==> config.mk <==
export PLATFORM = sky130hd
export DESIGN_NAME = acc_cpu_core
export DESIGN_NICKNAME = d
export VERILOG_FILES = /design/src/rtl/acc_cpu_core.sv
export SDC_FILE = /design/constraint.sdc
export NUM_CORES = 1
export LEC_CHECK = 0
export CAP_MARGIN = 20
export CORE_ASPECT_RATIO = 0.7
export CORE_MARGIN = 2
export CORE_UTILIZATION = 30
export CTS_CLUSTER_SIZE = 25
export DETAILED_ROUTE_END_ITERATION = 8
export SLEW_MARGIN = 20
export SYNTH_ARGS = -nofsm -noshare
export SYNTH_HDL_FRONTEND = slang
export SYNTH_SLANG_ARGS = --single-unit
==> constraint.sdc <==
create_clock -name clk_in -period 2.7 [get_ports clk_in]
set_clock_uncertainty 0.15 [all_clocks]
set_input_delay 0.54 -clock clk_in [delete_from_list [all_inputs] [get_ports clk_in]]
set_output_delay 0.54 -clock clk_in [all_outputs]
set_load 0.1 [all_outputs]
==> src/rtl/acc_cpu_core.sv <==
// ---------------------------------------------------------------------------
// acc_cpu_core
//   Parametrised accumulator CPU. It drives one shared address bus and one
//   shared data bus, and READ_write qualifies each bus cycle. Every access
//   waits for mem_ready, so any non-HALT state holds until memory completes
//   the access.
//
//   Instruction set (opcode = low 8 bits of the fetched word):
//     EA NOP, 18 CLC, 38 SEC, A9 LDA #imm, 69 ADC #imm,
//     8D STA abs, 4C JMP abs, 02 HLT. Any unlisted opcode executes as a NOP.
//
// Ports
//   clk_in      : system clock, rising edge
//   reset       : asynchronous, active-high reset
//   mem_ready   : 1 = memory completes the current access on this edge
//   data_in     : read data, sampled on a rising edge with mem_ready = 1
//   data_out    : write data (A during WRITE, 0 otherwise)
//   address_out : current bus address
//   READ_write  : 1 = read cycle, 0 = write cycle
//   sync        : high during the opcode fetch cycle
//   halted      : high in HALT
//   flags       : {N, V, Z, C}
// ---------------------------------------------------------------------------
module acc_cpu_core #(
  parameter int                  DATA_W   = 8,
  parameter logic [2*DATA_W-1:0] RESET_PC = {(2*DATA_W){1'b0}}
) (
  input  logic                  clk_in,
  input  logic                  reset,
  input  logic                  mem_ready,
  input  logic [DATA_W-1:0]     data_in,
  output logic [DATA_W-1:0]     data_out,
  output logic [2*DATA_W-1:0]   address_out,
  output logic                  READ_write,
  output logic                  sync,
  output logic                  halted,
  output logic [3:0]            flags
);

  localparam int ADDR_W = 2 * DATA_W;

  localparam logic [7:0] OP_NOP = 8'hEA;
  localparam logic [7:0] OP_CLC = 8'h18;
  localparam logic [7:0] OP_SEC = 8'h38;
  localparam logic [7:0] OP_LDA = 8'hA9;
  localparam logic [7:0] OP_ADC = 8'h69;
  localparam logic [7:0] OP_STA = 8'h8D;
  localparam logic [7:0] OP_JMP = 8'h4C;
  localparam logic [7:0] OP_HLT = 8'h02;

  typedef enum logic [2:0] {
    ST_FETCH      = 3'd0,
    ST_DECODE     = 3'd1,
    ST_OPERAND_HI = 3'd2,
    ST_WRITE      = 3'd3,
    ST_HALT       = 3'd4
  } state_t;

  // Signed overflow of a + b (+ carry): the operands share a sign and the
  // result sign differs from it.
  function automatic logic add_overflow(
    input logic a_msb,
    input logic b_msb,
    input logic r_msb
  );
    return (a_msb == b_msb) && (r_msb != a_msb);
  endfunction

  // Architectural registers
  state_t              state_r;
  logic [ADDR_W-1:0]   pc_r;
  logic [DATA_W-1:0]   acc_r;
  logic [7:0]          ir_r;
  logic [DATA_W-1:0]   lo_r;
  logic [DATA_W-1:0]   hi_r;
  logic                flag_n_r;
  logic                flag_v_r;
  logic                flag_z_r;
  logic                flag_c_r;

  // Next-state values
  state_t              state_nxt_s;
  logic [ADDR_W-1:0]   pc_nxt_s;
  logic [ADDR_W-1:0]   pc_inc_s;
  logic [DATA_W-1:0]   acc_nxt_s;
  logic [7:0]          ir_nxt_s;
  logic [DATA_W-1:0]   lo_nxt_s;
  logic [DATA_W-1:0]   hi_nxt_s;
  logic                flag_n_nxt_s;
  logic                flag_v_nxt_s;
  logic                flag_z_nxt_s;
  logic                flag_c_nxt_s;
  logic [DATA_W:0]     sum_s;

  // Next bus outputs, registered so the pins come straight from flops
  logic [ADDR_W-1:0]   addr_nxt_s;
  logic                rw_nxt_s;
  logic [DATA_W-1:0]   dout_nxt_s;
  logic                sync_nxt_s;
  logic                halted_nxt_s;

  // PC increment (wraps at the ADDR_W modulus) and carry-aware adder
  always_comb begin
    pc_inc_s = pc_r + {{(ADDR_W-1){1'b0}}, 1'b1};
    sum_s    = {1'b0, acc_r} + {1'b0, data_in} + {{DATA_W{1'b0}}, flag_c_r};
  end

  // Instruction sequencing and datapath next-state
  always_comb begin
    state_nxt_s  = state_r;
    pc_nxt_s     = pc_r;
    acc_nxt_s    = acc_r;
    ir_nxt_s     = ir_r;
    lo_nxt_s     = lo_r;
    hi_nxt_s     = hi_r;
    flag_n_nxt_s = flag_n_r;
    flag_v_nxt_s = flag_v_r;
    flag_z_nxt_s = flag_z_r;
    flag_c_nxt_s = flag_c_r;

    if (state_r == ST_HALT) begin
      // HALT ignores mem_ready; only reset leaves it.
      state_nxt_s = ST_HALT;
    end else if (mem_ready) begin
      case (state_r)
        ST_FETCH: begin
          ir_nxt_s    = data_in[7:0];
          pc_nxt_s    = pc_inc_s;
          state_nxt_s = ST_DECODE;
        end

        ST_DECODE: begin
          case (ir_r)
            OP_CLC: begin
              flag_c_nxt_s = 1'b0;
              state_nxt_s  = ST_FETCH;
            end
            OP_SEC: begin
              flag_c_nxt_s = 1'b1;
              state_nxt_s  = ST_FETCH;
            end
            OP_LDA: begin
              acc_nxt_s    = data_in;
              flag_z_nxt_s = (data_in == {DATA_W{1'b0}});
              flag_n_nxt_s = data_in[DATA_W-1];
              pc_nxt_s     = pc_inc_s;
              state_nxt_s  = ST_FETCH;
            end
            OP_ADC: begin
              acc_nxt_s    = sum_s[DATA_W-1:0];
              flag_c_nxt_s = sum_s[DATA_W];
              flag_z_nxt_s = (sum_s[DATA_W-1:0] == {DATA_W{1'b0}});
              flag_n_nxt_s = sum_s[DATA_W-1];
              flag_v_nxt_s = add_overflow(acc_r[DATA_W-1], data_in[DATA_W-1],
                                          sum_s[DATA_W-1]);
              pc_nxt_s     = pc_inc_s;
              state_nxt_s  = ST_FETCH;
            end
            OP_STA, OP_JMP: begin
              lo_nxt_s    = data_in;
              pc_nxt_s    = pc_inc_s;
              state_nxt_s = ST_OPERAND_HI;
            end
            OP_HLT: begin
              state_nxt_s = ST_HALT;
            end
            OP_NOP: begin
              state_nxt_s = ST_FETCH;
            end
            default: begin
              // Unlisted opcodes consume no operand and behave as NOP.
              state_nxt_s = ST_FETCH;
            end
          endcase
        end

        ST_OPERAND_HI: begin
          if (ir_r == OP_STA) begin
            hi_nxt_s    = data_in;
            pc_nxt_s    = pc_inc_s;
            state_nxt_s = ST_WRITE;
          end else if (ir_r == OP_JMP) begin
            pc_nxt_s    = {data_in, lo_r};
            state_nxt_s = ST_FETCH;
          end else begin
            // Only STA and JMP reach this state; anything else re-fetches.
            state_nxt_s = ST_FETCH;
          end
        end

        ST_WRITE: begin
          state_nxt_s = ST_FETCH;
        end

        default: begin
          // Unreachable encodings recover through a fresh fetch.
          state_nxt_s = ST_FETCH;
        end
      endcase
    end else begin
      // Wait state: every register keeps its value.
      state_nxt_s = state_r;
    end
  end

  // Bus outputs for the state being entered
  always_comb begin
    addr_nxt_s   = pc_nxt_s;
    rw_nxt_s     = 1'b1;
    dout_nxt_s   = {DATA_W{1'b0}};
    sync_nxt_s   = 1'b0;
    halted_nxt_s = 1'b0;

    case (state_nxt_s)
      ST_FETCH: begin
        sync_nxt_s = 1'b1;
      end
      ST_DECODE, ST_OPERAND_HI: begin
        addr_nxt_s = pc_nxt_s;
      end
      ST_WRITE: begin
        addr_nxt_s = {hi_nxt_s, lo_nxt_s};
        rw_nxt_s   = 1'b0;
        dout_nxt_s = acc_nxt_s;
      end
      ST_HALT: begin
        halted_nxt_s = 1'b1;
      end
      default: begin
        addr_nxt_s = pc_nxt_s;
      end
    endcase
  end

  // State, datapath and output registers
  always_ff @(posedge clk_in or posedge reset) begin
    if (reset) begin
      state_r     <= ST_FETCH;
      pc_r        <= RESET_PC;
      acc_r       <= {DATA_W{1'b0}};
      ir_r        <= 8'h00;
      lo_r        <= {DATA_W{1'b0}};
      hi_r        <= {DATA_W{1'b0}};
      flag_n_r    <= 1'b0;
      flag_v_r    <= 1'b0;
      flag_z_r    <= 1'b0;
      flag_c_r    <= 1'b0;
      address_out <= RESET_PC;
      READ_write  <= 1'b1;
      data_out    <= {DATA_W{1'b0}};
      sync        <= 1'b1;
      halted      <= 1'b0;
    end else begin
      state_r     <= state_nxt_s;
      pc_r        <= pc_nxt_s;
      acc_r       <= acc_nxt_s;
      ir_r        <= ir_nxt_s;
      lo_r        <= lo_nxt_s;
      hi_r        <= hi_nxt_s;
      flag_n_r    <= flag_n_nxt_s;
      flag_v_r    <= flag_v_nxt_s;
      flag_z_r    <= flag_z_nxt_s;
      flag_c_r    <= flag_c_nxt_s;
      address_out <= addr_nxt_s;
      READ_write  <= rw_nxt_s;
      data_out    <= dout_nxt_s;
      sync        <= sync_nxt_s;
      halted      <= halted_nxt_s;
    end
  end

  assign flags = {flag_n_r, flag_v_r, flag_z_r, flag_c_r};

endmodule

== Word level (Yosys, flattened, before mapping) ==
Cells that the tools add are included.
Storage, ports and cells
  flip-flop bits (word level): 82
  input bits: 11
  logic and storage cells: 77
Operators by class
  add/subtract/negate cells: 3
  eq/ne operators: 14
  multiplexer cells: 31
  bitwise logic cells: 1
  reduce and logical (&&, ||, !) cells: 13
Operators with widths (number)
  two-way mux 16 bit: 6
  two-way mux 8 bit: 12
  case mux 16 bit (3 select lines): 1
  adder 16 x 1 -> 16 bit, second input constant: 1
  equality test 8 x 7 -> 1 bit, second input constant: 2
  equality test 8 bit, second input constant: 2
  logical NOT 8 bit: 2
  case mux 8 bit (2 select lines): 1
  AND reduction 4 bit: 3
  adder 8 x 8 -> 9 bit: 1
  adder 9 x 1 -> 9 bit: 1
  case mux 3 bit (3 select lines): 1
  equality test 8 x 2 -> 1 bit, second input constant: 1
  equality test 8 x 5 -> 1 bit, second input constant: 1
  equality test 8 x 6 -> 1 bit, second input constant: 1
  equality test 3 x 2 -> 1 bit, second input constant: 2
  equality test 3 bit, second input constant: 2
  logical NOT 3 bit: 2
  two-way mux 3 bit: 2
  case mux 3 bit (2 select lines): 1
  case mux 1 bit (2 select lines): 2
  OR reduction 4 bit: 1
  equality test 3 x 1 -> 1 bit, second input constant: 1
  two-way mux 1 bit: 3
  other kinds (10): 10

== Longest topological paths before layout ==
Gate-level depths: netlist (run 1).
  depth in word-level cells: 8
  gate-level depth with buffers: 9

== Worst setup path before layout (run 1) ==
Ideal clock, no wire load.
  path type: input to register
  start point: in data_in[0]
  end point: reg flag_z_r
  library setup time: 104 ps
  arrival: 2221 ps
  required time: 2446 ps
  slack: 226 ps
  cell stages on the path: 8
  cell sequence: fa_1 > inv_1 > fa_1 > nor2b_1 > o21ai_0 > a21oi_1 > or4b_1 > o41ai_2
On the way
  word-level cells in the longest chain between the ends: 4
  elaborated cells between the ends (all ways): 5
  those cells by class: 2 x add/sub; 1 x mux; 2 x reduce/logical
RTL lines
  start, declared: RTL line 31  | input logic [DATA_W-1:0] data_in,
  adder 8 x 8 -> 9 bit: RTL line 105  | sum_s = {1'b0, acc_r} + {1'b0, data_in} + {{DATA_W{1'b0}}, flag_c_r};
  adder 9 x 1 -> 9 bit: RTL line 105
  logical NOT 8 bit: RTL line 152  | flag_z_nxt_s = (sum_s[DATA_W-1:0] == {DATA_W{1'b0}});
  case mux 1 bit (2 select lines) *: RTL line 133  | case (ir_r)
  end signal, assigned: RTL line 262  | flag_z_r <= flag_z_nxt_s;
  end, declared: RTL line 78  | logic flag_z_r;
Every way passes the cells marked *; elsewhere a longest branch is shown, timed or not.
A chain may end at the register's enable or synchronous reset.

== Worst setup path in the final report (run 1) ==
  start point: in data_in[4]
  end point: reg flag_z_r
The elaborated chain is that of the path after synthesis.

==> metrics, run 1 <==
minimum clock period approximately 2.6 ns; Skew-Pair Late Insertion Delay roughly 0.34 ns; Sequential Power Share between 30 and 40%; largest cells by area after synthesis dfrtp_1 46%, mux2_2 5.4%, mux2i_1 2.8%, ha_1 2.3%, a21oi_1 2.1%; # diodes 0; VDD IR max approximately 750 uV; CTS tree built; Pre-Repair DR Iteration Count 5; asr flop ratio synth 100%; main combinational cell family by area after synthesis simple AND/OR/NAND/NOR gates; FMAX 382 MHz; Post-DRT Antenna Nets 0; Hold WC Path Type in -> async; Comb power frac 37.9%; worst reg2reg path startpoint ir_r[7]; Layout area overhead 30.2%; WS Path Type in -> reg; Final Hold Viols 0; fin worst setup slack approximately 0.081 ns; Post-DP HPWL 9050 um; antenna violations before repair 0; Setup crit start kind primary input; nets@finish 513; routed length per instance about 18 um; die width roughly 150 um; Synth Area in Compound Gates around 16%; Core Area around 14000 um^2; r2r setup slk about 0.10 ns; largest net degree at the start of global routing 74; Worst Tran Pin Value between 0.7 and 0.8 ns; Clock power frac ~28%; WP buf/inv 1; top sig layer met4; I/O pin count between 40 and 50; Die ar. approximately 16000 um^2; clk buf depth 2; Place WS -0.547 ns; XOR/XNOR Fraction of Synth Area ~1.8%; CTS Hold Bufs 0; commonest cells in the synthesized netlist 80 x dfrtp_1, 24 x nand2_1, 23 x inv_1, 21 x mux2_2, 18 x a21oi_1; CP endpoint kind flop; Hold Slack around 0.32 ns; crit path cell chain clkdlybuf4s50_1 -> ha_1 -> or4_1 -> o21ai_0 -> nand2b_1 -> xor2_1 -> nand2_1 -> o41ai_2; Post-synth EDFFs 0; CP max FO 2; row cnt 36; Switch Pwr 0.00202 W; top cell type's share of synthesized area between 40 and 50%; Starting Density a little under a third; Power Internal roughly 0.0030 W; leading area contributor after synthesis dfrtp_1; DRC viols 0; Via density ~5.2; CTS root buf clkbuf_16; number of synthesized register bits 82; Post-Syn Area per Cell roughly 11 um^2; Pleak around 2.6 nW; simple-gate portion of the synthesized area between 10% and 20%; clk sinks between 80 and 90; Inserted Clock Buffers 9; Clk pin slew, worst setup/hold paths ~0.070 ns; Worst R2R Path Depth 6; count leader, synth dfrtp_1; RSZ-0062 raised after global routing true; first-pass GRT wire length between 15000 and 20000 um; Worst R2R End address_out[11]; port bufs 41; Setup TNS 0 ns; crit path DAT 2.70 ns; Metal-1 WL 6380 um; met3 wire len between 600 and 700 um; CP max stage cell or4_1; setup violators final 0; share of cells above drive strength 1 31.8%; Total Wirelength between 10000 and 15000 um; Unique masters post-synth 75; Total Power between 0.004 and 0.005 W; Tcrit/Tclk final between 90% and 100%; Worst Path Required 2.79 ns; CP max stage delay between 0.4 and 0.5 ns; PwrDens 879 nW/um^2; mux cell area share after synthesis around a tenth; Total GRT Usage between 10% and 20%; Synth Area in Adders ~3.2%; switch share between 40% and 50%; WL met2 approximately 5200 um; Yosys warning count 0; vias in the first global route 3576; cell area after synthesis 4360 um^2; Mapped Cells 399; Max H-tree Level 3; Top Family by Delay on Critical Path simple AND/OR/NAND/NOR gates; via count around 3600; RD Place Congestion just over 0.9; Mapped Nets 420; Slew Limit Fails 0; DRT iter0 DRCs around 280; max_cap viols 0; status completed; Die Y 105 um; GR Overflow Total 0; Final Util between 40% and 50%; relative slew slack between 40% and 50%; register area share after synthesis between 40 and 50%; predominant post-synthesis flop cell dfrtp_1
[how the worst max path moves through the flow]
stage               start       end  slack, ns  cells past startpoint
2_1_floorplan  data_in[0]  flag_z_r       0.23                      8
3_3_place_gp   data_in[0]  flag_z_r      -0.48                      9
3_5_place_dp   data_in[0]  flag_z_r      -0.55                      9
4_1_cts        data_in[0]  flag_z_r       0.04                     11
5_1_grt        data_in[0]  flag_c_r     -0.001                     11
6_report       data_in[4]  flag_z_r       0.08                      8
[registers in the layout (all words and copies together) (netlist names), 3 cells and up]
signal / flops
pc_r: 16
address_out: 16
state_r: 3
acc_r: 8
lo_r: 8
hi_r: 8
ir_r: 8
data_out: 8
[repair_timing]
item                       in CTS  in global routing
gates resized for setup         6                  4
buffers inserted                2                  1
pin swaps                       2                  2
setup endpoints to repair       3                  3
[cells in the final DEF, fill, tap and decap left out, drive strengths merged, types with 3 or more instances in the layout]
| cell | count |
|---|---|
| dfrtp | 80 |
| a221o | 5 |
| o41ai | 3 |
| a222oi | 4 |
| a21o | 4 |
| ha | 8 |
| mux2 | 28 |
| o21a | 5 |
| nor4 | 6 |
| nand2 | 25 |
| nor2 | 15 |
| nand4 | 5 |
| or3 | 5 |
| a21oi | 19 |
| a211oi | 4 |
| o31a | 3 |
| nand2b | 5 |
| nor3 | 15 |
| buf | 94 |
| a22oi | 8 |
| nand3b | 3 |
| nand4bb | 3 |
| or3b | 3 |
| nor4b | 3 |
| clkbuf | 11 |
| nand3 | 6 |
| and2 | 8 |
| inv | 24 |
| mux2i | 12 |
| o31ai | 3 |
| xor2 | 7 |
| clkdlybuf4s50 | 8 |
| and3 | 4 |
| or4 | 3 |
| o21ai | 16 |
[kinds of logic after synthesis]
group,Yosys count
buf+inv,46
flops,82
simple gates,120
mux,40
fa+ha+maj,10
compound gates,92
xor+xnor,9
[power by group through the flow]
| stage | registers [W] | logic, W | clock network [W] |
|---|---|---|---|
| after CTS | 0.00170 | 0.00189 | 0.00141 |
| after floorplan | 0.00223 | 0.000831 | 0 |
| after global placement | 0.00172 | 0.00183 | 0 |
| after detailed placement | 0.00172 | 0.00187 | 0 |
| final | 0.00171 | 0.00190 | 0.00139 |
| after global routing | 0.00175 | 0.00202 | 0.00147 |
[area by class of cell]
cell class                      instances  area, um^2
Clock buffer                           11         253
Clock inverter                          5        85.1
Fill cell                            1391        8370
Inverter                               24        93.8
Multi-Input combinational cell        271        2120
Sequential cell                        82        2060
Tap cell                              190         238
Timing Repair Buffer                  104         841
[layer usage]
layer,GRT usage [%],up-vias
met4,4.35,0
li1,-,1660
met5,0,-
met1,24.9,1786
met2,23.1,110
met3,4.10,15
[metrics by stage]
step / std cells / instance area [um^2]
global route: 687 / 5680
global placement: 668 / 5300
detailed placement: 668 / 5310
finish: 687 / 5680
floorplan: 399 / 4370
CTS: 686 / 5660
Power figures use the tool's default switching activity.
==> run 2, diff against run 1 <==
CORE_MARGIN = not set   (was 2)
CTS_CLUSTER_DIAMETER = 60   (was not set)
==> run 2 against run 1 <==
Combinational power hardly changed. Critical path depth did not move. First-iteration DRC count is 16% higher. Final area decreased by 1.3%. Wire length down 1.2%. Worst setup slack gained 0.039 ns. Clock power is 9% lower. Critical endpoint unchanged. Largest power group unchanged. Highest routed layer unchanged.
==> metrics, run 2 (same netlist as run 1, synthesis figures left out) <==
DRC viols 0 (unchanged); RSZ-0062 raised after global routing true; GR Overflow Total 0 (unchanged); CP Launch Point data_in[4]; Hold WC Path Type reg -> reg; met2 usage 24.5% (+1.4 points); Post-DP HPWL 9110 um (+0.70%); PwrDens 864 nW/um^2 (-1.7%); Via density 5.14 (-1.1%); Switch Pwr 0.00198 W (-2.0%); Inserted Clock Buffers 9 (unchanged); Worst Tran Pin Value 0.734 ns (-0.0438 ns); first-pass GRT wire length 19100 um (-3.2%); Setup crit start kind primary input; port bufs 41 (unchanged); most common cell after layout, fill and taps aside buf_4; Setup TNS 0 ns (unchanged); Pre-Repair DR Iteration Count 5 (unchanged); largest net degree at the start of global routing 48 (-35%); Cell Area, Placed 5310 um^2 (unchanged); CP endpoint flag_z_r; routed length per instance 17.9 um (-0.74%); Skew-Pair Late Insertion Delay 0.34 ns (about the same); max_cap viols 0 (unchanged); post-layout instance area 5610 um^2 (-1.3%); vias in the first global route 3459 (-3.3%); relative slew slack 51.1% (+2.9 points); r2r setup slk 0.14 ns (+0.04 ns); DRT iter0 DRCs 322 (+16%); RD Place Congestion 0.877 (-6.1%); CP max stage cell clkdlybuf4s50_1; Die ar. 15000 um^2 (-3.2%); Pleak 2.55 nW (-0.67%); crit path cell chain clkdlybuf4s50_1 -> ha_1 -> or4_1 -> o21ai_0 -> nand2b_1 -> xor2_1 -> nand2_1 -> o41ai_2; Post-DRT Antenna Nets 0 (unchanged); CP max stage delay 0.47 ns (about the same); Tcrit/Tclk final 95.5% (-1.5 points); Clock power frac 26.0% (-1.8 points); Top Family by Delay on Critical Path simple AND/OR/NAND/NOR gates; crit path DAT 2.67 ns (-0.03 ns); Clk pin slew, worst setup/hold paths 0.06 ns (about the same); minimum clock period 2.58 ns (-0.0393 ns); VDD IR max 441 uV (-41%); Worst Path Required 2.79 ns (about the same); # diodes 0 (unchanged); die width 146 um (-1.3%); WP buf/inv 1 (unchanged); clk sinks 82 (unchanged); Die Y 103 um (-1.9%); CTS Hold Bufs 0 (unchanged); CTS root buf clkbuf_16; Final Hold Viols 0 (unchanged); Total GRT Usage 16.9% (+0.47 points); Sequential Power Share 35.2% (+1.0 points); FMAX 388 MHz (+1.5%); clk buf depth 2 (unchanged); met3 usage 4.60% (+0.50 points); CP max FO 2 (unchanged); Final Util 39.9% (-0.51 points); row cnt 36 (unchanged); Worst R2R End flag_z_r; share of cells above drive strength 1 30.8% (-1.0 points); Slew Limit Fails 0 (unchanged); WS Path Type in -> reg; status completed; setup violators final 0 (unchanged); switch share 40.9% (+0.40 points); Power Internal 0.00287 W (-3.6%); Total Wirelength 12200 um (-1.2%); Layout area overhead 28.6%; via count 3515 (-1.6%); CP endpoint kind flop; Core Area 14100 um^2 (unchanged); GRT busiest layer met2; I/O pin count 42 (unchanged); Max H-tree Level 3 (unchanged); Starting Density 31.1% (unchanged); Largest regs address_out: 16 flops, pc_r: 16 flops; Comb power frac 38.8% (+0.9 points); antenna violations before repair 0 (unchanged); grt met1 use 24.2% (-0.72 points); commonest cells after routing, fill and taps aside 88 x buf_4, 80 x dfrtp_1, 24 x nand2_1, 22 x inv_1, 21 x mux2_2; stages on the worst setup path 8 (unchanged); Worst R2R Path Depth 8 (+2); cell count of the worst hold path 2; nets@finish 510 (-0.58%); worst reg2reg path startpoint acc_r[0]; CTS tree built
run 2: area by class of cell:
cell class              count  area, um^2
clock buffers              11         253
clock inverters             5        52.6
fillers                  1388        8440
inverters                  24        93.8
multi-input cells         271        2100
flip-flops and latches     82        2050
well taps                 190         238
repair buffers            101         817
run 2: worst min path at each step:
stage / to / start / slack, ns
finish: flag_v_r / flag_v_r / 0.33
global route: hi_r[7] / hi_r[7] / 0.36
CTS: hi_r[5] / hi_r[5] / 0.34
detailed placement: hi_r[5] / hi_r[5] / 0.32
global placement: hi_r[7] / hi_r[7] / 0.31
floorplan: hi_r[7] / hi_r[7] / 0.30
run 2: stage by stage:
| stage | cells | hold WS [ns] | total power, W | setup WS (ns) |
|---|---|---|---|---|
| after global placement | 668 | 0.313 | 0.00357 | -0.476 |
| after CTS | 684 | 0.337 | 0.00488 | 0.0315 |
| after detailed placement | 668 | 0.322 | 0.00359 | -0.550 |
| after floorplan | 399 | 0.300 | 0.00306 | 0.226 |
| final | 684 | 0.329 | 0.00485 | 0.121 |
| after global routing | 684 | 0.356 | 0.00508 | -0.0136 |
run 2: metal layers:
layer,share of wire [%],vias to the layer above
met3,6.6,17
li1,-,1655
met5,0,-
met1,50,1744
met4,1.8,0
met2,42,99
run 2: tightest hold or removal path, cell delays in order, from the launching register on:
cell,delay [ns]
dfrtp_1,0.34
nand2_1,0.05
o31ai_1,0.05
run 2: timing repair:
item / CTS / global route
setup buffers: 0 / 0
setup endpoints to repair: 3 / 6
pin swaps: 1 / 2
gates resized for setup: 3 / 3
run 2: power by group through the flow:
| stage | registers [W] | logic [W] | clock network (W) |
|---|---|---|---|
| 6_report | 0.00171 | 0.00188 | 0.00126 |
| 5_1_grt | 0.00174 | 0.00199 | 0.00135 |
| 4_1_cts | 0.00170 | 0.00188 | 0.00129 |
| 3_5_place_dp | 0.00172 | 0.00187 | 0 |
| 3_3_place_gp | 0.00171 | 0.00186 | 0 |
| 2_1_floorplan | 0.00223 | 0.000831 | 0 |
